$ cat config.mk
export PLATFORM = sky130hd
export DESIGN_NAME = i2c_req_arbiter
export DESIGN_NICKNAME = d
export VERILOG_FILES = /design/src/rtl/i2c_req_arbiter.sv
export SDC_FILE = /design/constraint.sdc
export NUM_CORES = 1
export LEC_CHECK = 0
export ABC_AREA = 1
export BUFFER_PORTS_ARGS = -buffer_cell sky130_fd_sc_hd__buf_2
export CORE_ASPECT_RATIO = 0.7
export CORE_MARGIN = 1
export CORE_UTILIZATION = 30
export CTS_CLUSTER_DIAMETER = 60
export CTS_CLUSTER_SIZE = 30
export DETAILED_ROUTE_END_ITERATION = 10
export RECOVER_POWER = 100
export SYNTH_ARGS = -nofsm -noshare
export SYNTH_HDL_FRONTEND = slang
export SYNTH_SLANG_ARGS = --single-unit
export TNS_END_PERCENT = 1
$ cat constraint.sdc
create_clock -name clk -period 3.9 [get_ports clk]
set_clock_uncertainty 0.15 [all_clocks]
set_input_delay 0.195 -clock clk [delete_from_list [all_inputs] [get_ports clk]]
set_output_delay 0.195 -clock clk [all_outputs]
set_load 0.1 [all_outputs]
$ cat src/rtl/i2c_req_arbiter.sv
// rtl/i2c_req_arbiter.sv - round-robin arbiter sharing one I2C master between NUM_REQ requesters
//
// Ports:
//   clk, rst (sync, active-low)
//   req/req_addr/req_rw/req_wdata   per-requester level request and command slices
//   gnt/done                        one-hot grant held for the transaction, one-cycle done pulse
//   rdata/ack_err/timeout           response, valid only in the done cycle
//   m_start/m_addr/m_rw/m_wdata     command to the I2C master
//   m_busy/m_done/m_rdata/m_nack    status and response from the I2C master

module i2c_req_arbiter #(
  parameter int NUM_REQ     = 4,
  parameter int TIMEOUT_CYC = 200000
) (
  input  logic                 clk,
  input  logic                 rst,
  input  logic [NUM_REQ-1:0]   req,
  input  logic [7*NUM_REQ-1:0] req_addr,
  input  logic [NUM_REQ-1:0]   req_rw,
  input  logic [8*NUM_REQ-1:0] req_wdata,
  output logic [NUM_REQ-1:0]   gnt,
  output logic [NUM_REQ-1:0]   done,
  output logic [7:0]           rdata,
  output logic                 ack_err,
  output logic                 timeout,
  output logic                 m_start,
  output logic [6:0]           m_addr,
  output logic                 m_rw,
  output logic [7:0]           m_wdata,
  input  logic                 m_busy,
  input  logic                 m_done,
  input  logic [7:0]           m_rdata,
  input  logic                 m_nack
);

  localparam int PTR_W = $clog2(NUM_REQ);
  localparam int CNT_W = $clog2(TIMEOUT_CYC);
  localparam logic [CNT_W-1:0]   CNT_MAX = CNT_W'(TIMEOUT_CYC - 1);
  localparam logic [PTR_W-1:0]   PTR_MAX = PTR_W'(NUM_REQ - 1);
  localparam logic [NUM_REQ-1:0] GNT_ONE = NUM_REQ'(1);

  typedef enum logic [1:0] {
    S_IDLE,
    S_LAUNCH,
    S_WAIT,
    S_RESP
  } state_t;

  state_t           state;
  logic [PTR_W-1:0] ptr;
  logic [PTR_W-1:0] gidx;
  logic [CNT_W-1:0] cnt;

  // Round-robin pick: first asserted request at or after ptr, wrapping.
  logic             pick_found;
  logic [PTR_W-1:0] pick_idx;
  logic [PTR_W-1:0] scan_idx;

  always_comb begin
    pick_found = 1'b0;
    pick_idx   = '0;
    scan_idx   = '0;
    for (int i = 0; i < NUM_REQ; i++) begin
      scan_idx = PTR_W'((int'(ptr) + i) % NUM_REQ);
      if (!pick_found && req[scan_idx]) begin
        pick_found = 1'b1;
        pick_idx   = scan_idx;
      end
    end
  end

  logic [PTR_W-1:0] next_ptr;
  assign next_ptr = (gidx == PTR_MAX) ? '0 : gidx + 1'b1;

  always_ff @(posedge clk) begin
    if (!rst) begin
      state   <= S_IDLE;
      ptr     <= '0;
      gidx    <= '0;
      cnt     <= '0;
      gnt     <= '0;
      done    <= '0;
      rdata   <= '0;
      ack_err <= 1'b0;
      timeout <= 1'b0;
      m_start <= 1'b0;
      m_addr  <= '0;
      m_rw    <= 1'b0;
      m_wdata <= '0;
    end else begin
      case (state)
        S_IDLE: begin
          // The command is captured with the grant; later req_* changes are not seen.
          if (pick_found && !m_busy) begin
            gnt     <= GNT_ONE << pick_idx;
            gidx    <= pick_idx;
            m_addr  <= req_addr[7*int'(pick_idx) +: 7];
            m_rw    <= req_rw[pick_idx];
            m_wdata <= req_wdata[8*int'(pick_idx) +: 8];
            state   <= S_LAUNCH;
          end
        end
        S_LAUNCH: begin
          // Registered pulse: m_start is high for the first WAIT cycle only.
          m_start <= 1'b1;
          cnt     <= '0;
          state   <= S_WAIT;
        end
        S_WAIT: begin
          m_start <= 1'b0;
          // m_done has priority over a simultaneous expiry.
          if (m_done) begin
            done    <= gnt;
            rdata   <= m_rdata;
            ack_err <= m_nack;
            timeout <= 1'b0;
            state   <= S_RESP;
          end else if (cnt == CNT_MAX) begin
            done    <= gnt;
            rdata   <= '0;
            ack_err <= 1'b0;
            timeout <= 1'b1;
            state   <= S_RESP;
          end else begin
            cnt <= cnt + 1'b1;
          end
        end
        S_RESP: begin
          done    <= '0;
          rdata   <= '0;
          ack_err <= 1'b0;
          timeout <= 1'b0;
          gnt     <= '0;
          ptr     <= next_ptr;
          state   <= S_IDLE;
        end
        default: state <= S_IDLE;
      endcase
    end
  end

endmodule
# After elaboration in Yosys (flattened, before gate mapping)
# Cells that the tools add are included.
# classes
multipliers,1
order_cmp,5
addsub,5
n_bitwise,0
n_reduce_logical,17
n_shift,3
n_eq_ne,9
n_div,0
n_mux,41
# ops
operator,n
$mux 18,2
$pmux 18 s2,1
$shiftx 32x6->8,1
$shiftx 28x6->7,1
$add 18x1->18 const B,1
$eq 18x18->1 const B,1
$mux 2,8
$mux 8,2
$pmux 4 s2,2
$pmux 8 s2,1
$lt 2x3->1 const B,5
$mux 1,13
$mux 4,3
$bmux 1 s2,5
$pmux 2 s4,1
$reduce_and 2->1,4
$eq 2x2->1 const B,3
$ne 2x2->1 const B,3
$pmux 1 s2,3
$reduce_bool 2->1,3
$mul 3x2->5 const A,1
$add 2x1->2 const B,2
$add 2x2->2 const B,2
$logic_and 1x1->1,4
6 further kinds,9
# word_totals
input_bits,81
regBits,59
latch_bits,0
word_cells,94
mem_bits_rw,0
rom_bits,0
mem_count,0

# Depth between registers and ports, before layout
# depth
word_depth,15
ltp_mapped,17
depth_no_buf,15

# Worst setup path after synthesis
# OpenSTA, ideal clock, no wires.
# synth_timing
kind,flip-flop to flip-flop
start,reg cnt[0]
end,reg rdata[7]
n_path_buf,1
stages_incl_launch_ff,12
setup_time_ns,0.128
synth_period_minus_slack_ns,2.023
slack_ns,1.877
arrival_ns,1.746
cell_sequence,dfxtp_1 > ha_1 > nand2_1 > nor3b_2 > nand4_1 > nand2_1 > nand2_1 > o21ai_2 > clkbuf_1 > nand2_1 > o21ai_0 > nor2_1
# synth_via
elab_chain_len,3
# synth_lines
item,line_no,text
start: declaration,52,logic [CNT_W-1:0] cnt;
start signal: assignment,125,cnt <= cnt + 1'b1;
$eq 18x18->1,118,end else if (cnt == CNT_MAX) begin
$ne 3x3->1 (no line),n/a,
$reduce_and 2->1 (no line),n/a,
end signal: assignment,114,rdata <= m_rdata;
end: declaration,23,"output logic [7:0] rdata,"
# Every way passes these cells.
# A chain may end at the register's enable or synchronous reset.

# Worst setup path after layout
# layout_timing
start,reg ptr[0]
end,reg m_addr[0]
# layout_via
elab_chain_len,14
word_cells_on_any_way,29
cone_classes,add/sub: 3; mul: 1; shift: 1; mux: 16; reduce/logical: 8
# layout_lines
item,line_no,text
start: declaration,50,logic [PTR_W-1:0] ptr;
start signal: assignment,134,ptr <= next_ptr;
branches (longest 14 deep; another with $mul 3x2->5),n/a,
end signal: assignment,97,m_addr <= req_addr[7*int'(pick_idx) +: 7];
end: declaration,27,"output logic [6:0] m_addr,"
# Several ways; the timed one is not identified. The select of a mux whose other input is x is not followed.

==> impl_results.md <==
- Yosys warns: 0
- CTS resizes: 0
- Initial DRT Pass Iterations: 4
- P_leak: 2.04 nW
- Fin. max-slew vios: 20
- GP Congestion: 0.873
- ANT cells: 0
- Synth Net Count: 655
- CTS max path bufs: 2
- WP data arrival: 3160 ps
- Critical path startpoint: ptr[0]$_SDFFE_PN0P_
- Critical-path cell list: inv_1, nand2_1, nand3_1, nand2_1, nor2_1, nand2_1, or2_4, nand3_4, inv_1, nand3_1, nand2_1, inv_1
- #FFs+latches synth: 59
- CTS HTree Levels: 3
- Initial antenna violation count: 0
- Post-synthesis sequential area ratio: 32.2%
- Via density: 4.74
- Die H: 94.6 µm
- Failing checks: capacitance limit, slew limit
- Setup TNS: 0 ps
- Clk Latency, worst-skew pair: 330 ps
- Hold WS: 22.8 ps
- Highest clock rate: 324 MHz
- Max Cap Viol: 1
- Die width: 134 µm
- Worst path max stage delay: 750 ps
- Critical Path Most Common Cell: nand2_1
- Largest net degree at the start of global routing: 39
- Fin crit share: 79.1%
- # DRC: 0
- Critical path type: flip-flop to flip-flop
- Starting DRT DRC Count: 196
- Share of layout cells above drive strength 1: 17.4%
- Worst-path maximum fanout: 36
- RSZ-0062 raised after global routing: no
- Syn-to-layout area delta: 24.1%
- CTS Sinks: 59
- CTS tree: done
- Power per cell area: 855 nW/µm²
- # hold bufs at CTS: 0
- Status: finished, violations left
- # IOs: 116
- Crit path time final: 3080 ps
- Final setup violation count: 0
- Setup bufs post-CTS: 0
- Worst setup EP type: flip-flop
- Netlist Area Pre-Place: 3670 µm²
- Setup Slack @ Placement: 1210 ps
- Hold Startpoint: req_wdata[9]
- Util after Layout: 38.6%
- Final net count: 759
- Min-delay worst type: input port to flip-flop
- Global route overflow: 0
- Final worst setup slack: 817 ps
- Syn_area_per_cell: 6.47 µm²
- Port Buffers: 115
- Initial core utilization: 31.1%
- ANT nets after route: 0
- Worst-Margin Slew: 1710 ps
- Die ar.: 12700 µm²
- CTS clk-pin slew, worst paths: 50 ps
- Routed len/inst: 12.2 µm
- Synth Instances: 568
- Clk root buf: clkbuf_16
- Commonest non-fill, non-tap cell in the layout: nand2_1
- Vias in the first global route: 3686
- Tot GR Track Use: 17.1%
- Endpoints failing hold: 0
- Netlist cell types: 40
- Detail Placement HPWL: 7.63 mm
- Most frequent cells in the layout: nand2_1, nand3_1, buf_2
- First-pass GRT wire length: 17.3 mm
- Placed Instances: 818
- Via count: 3950
- Crit path max-delay cell type: inv_1
- Req. time, crit path: 3980 ps
- Core Area: 11800 µm²
- # rows: 33
- Critical R2R Launch: ptr[0]$_SDFFE_PN0P_
- Slew headroom: -15.4%
- CP Launch Type: flip-flop
- CTS Buf Count: 9
- Final wirelength: 10.2 mm
- Fin cells: 834
- Peak supply drop: 591 µV
-- final timing paths --
check	end	slack, ps	cells past startpoint
min	m_wdata[1]$_SDFFE_PN0P_	20	5
min reg2reg	done[3]$_SDFFE_PN0P_	310	2
max	m_addr[0]$_SDFFE_PN0P_	820	12
max reg2reg	m_addr[0]$_SDFFE_PN0P_	820	12
-- worst max-delay path, delay by kind of cell (launching register included) --
kind / cells / cell delay, ps
buf+inv: 3 / 1050
flops: 1 / 630
simple gates: 9 / 1160
-- cell usage after synthesis --
cell	count	area share [%]
nand3_2	2	0.54
xor2_1	11	2.6
nor2_1	52	5.3
a21boi_1	1	0.20
clkbuf_1	8	0.82
buf_6	4	1.2
nor3b_2	1	0.34
a21oi_2	1	0.24
or2_2	2	0.34
o21ai_1	3	0.41
clkinv_1	2	0.20
nand3_4	2	0.95
nand2_2	5	0.85
o21ai_0	24	3.3
inv_2	3	0.31
nand2_1	181	18
clkbuf_2	1	0.14
buf_1	2	0.20
ha_1	6	2.0
buf_4	1	0.20
o21a_1	10	2.0
nor2_8	1	0.54
nand2_4	3	0.92
or2_4	1	0.24
inv_1	36	3.7
nor2_2	1	0.17
inv_4	2	0.34
nand4_1	6	1.0
nor2_4	3	0.92
o21ai_2	1	0.24
xnor2_1	1	0.24
nor3_1	8	1.1
buf_12	1	0.54
buf_2	7	0.95
nor4_1	3	0.51
a21oi_1	29	4.0
nand3b_1	2	0.41
o211a_1	1	0.27
dfxtp_1	59	32
nand3_1	81	11
-- per-layer routing --
layer | global-route usage (%) | part of all wire, %
met1 | 23.2 | 51
met2 | 26.8 | 44
met4 | 5.52 | 1.1
met3 | 4.13 | 4.2
met5 | 0 | 0
-- stage by stage --
step | area, µm² | power [mW]
floorplan | 3670 | 2.77
global placement | 4310 | 3.08
detailed placement | 4310 | 3.09
CTS | 4640 | 3.97
global route | 4560 | 4.16
finish | 4560 | 3.90
-- layout make-up --
class	instances	area, µm²
fillers	1316	7250
clock inverters	6	88.8
well taps	157	196
clock buffers	10	239
flip-flops and latches	59	1180
multi-input cells	442	2140
repair buffers	117	547
inverters	43	164
-- sequential cells by signal, summed over array words and instances, names as in the netlist --
name,count
done,4
gnt,4
gidx,2
rdata,8
state,2
m_wdata,8
ack_err,1
cnt,18
timeout,1
ptr,2
m_start,1
m_rw,1
m_addr,7
-- kinds of logic after synthesis --
group / Yosys count / synth area share (%)
xor gates and xnor gates: 12 / 2.86
and+or+nand+nor: 354 / 43.7
AOI/OAI and AO/OA: 70 / 10.6
DFF: 59 / 32.2
adders and majority gates: 6 / 2.04
buffers and inverters: 67 / 8.62
-- power breakdown --
| part | total, mW | internal [mW] | switching [mW] |
|---|---|---|---|
| combinational | 2.20 | 0.459 | 1.74 |
| clock | 0.865 | 0.576 | 0.289 |
| sequential | 0.833 | 0.741 | 0.0912 |
| total | 3.90 | 1.78 | 2.12 |
Power figures use the tool's default switching activity.
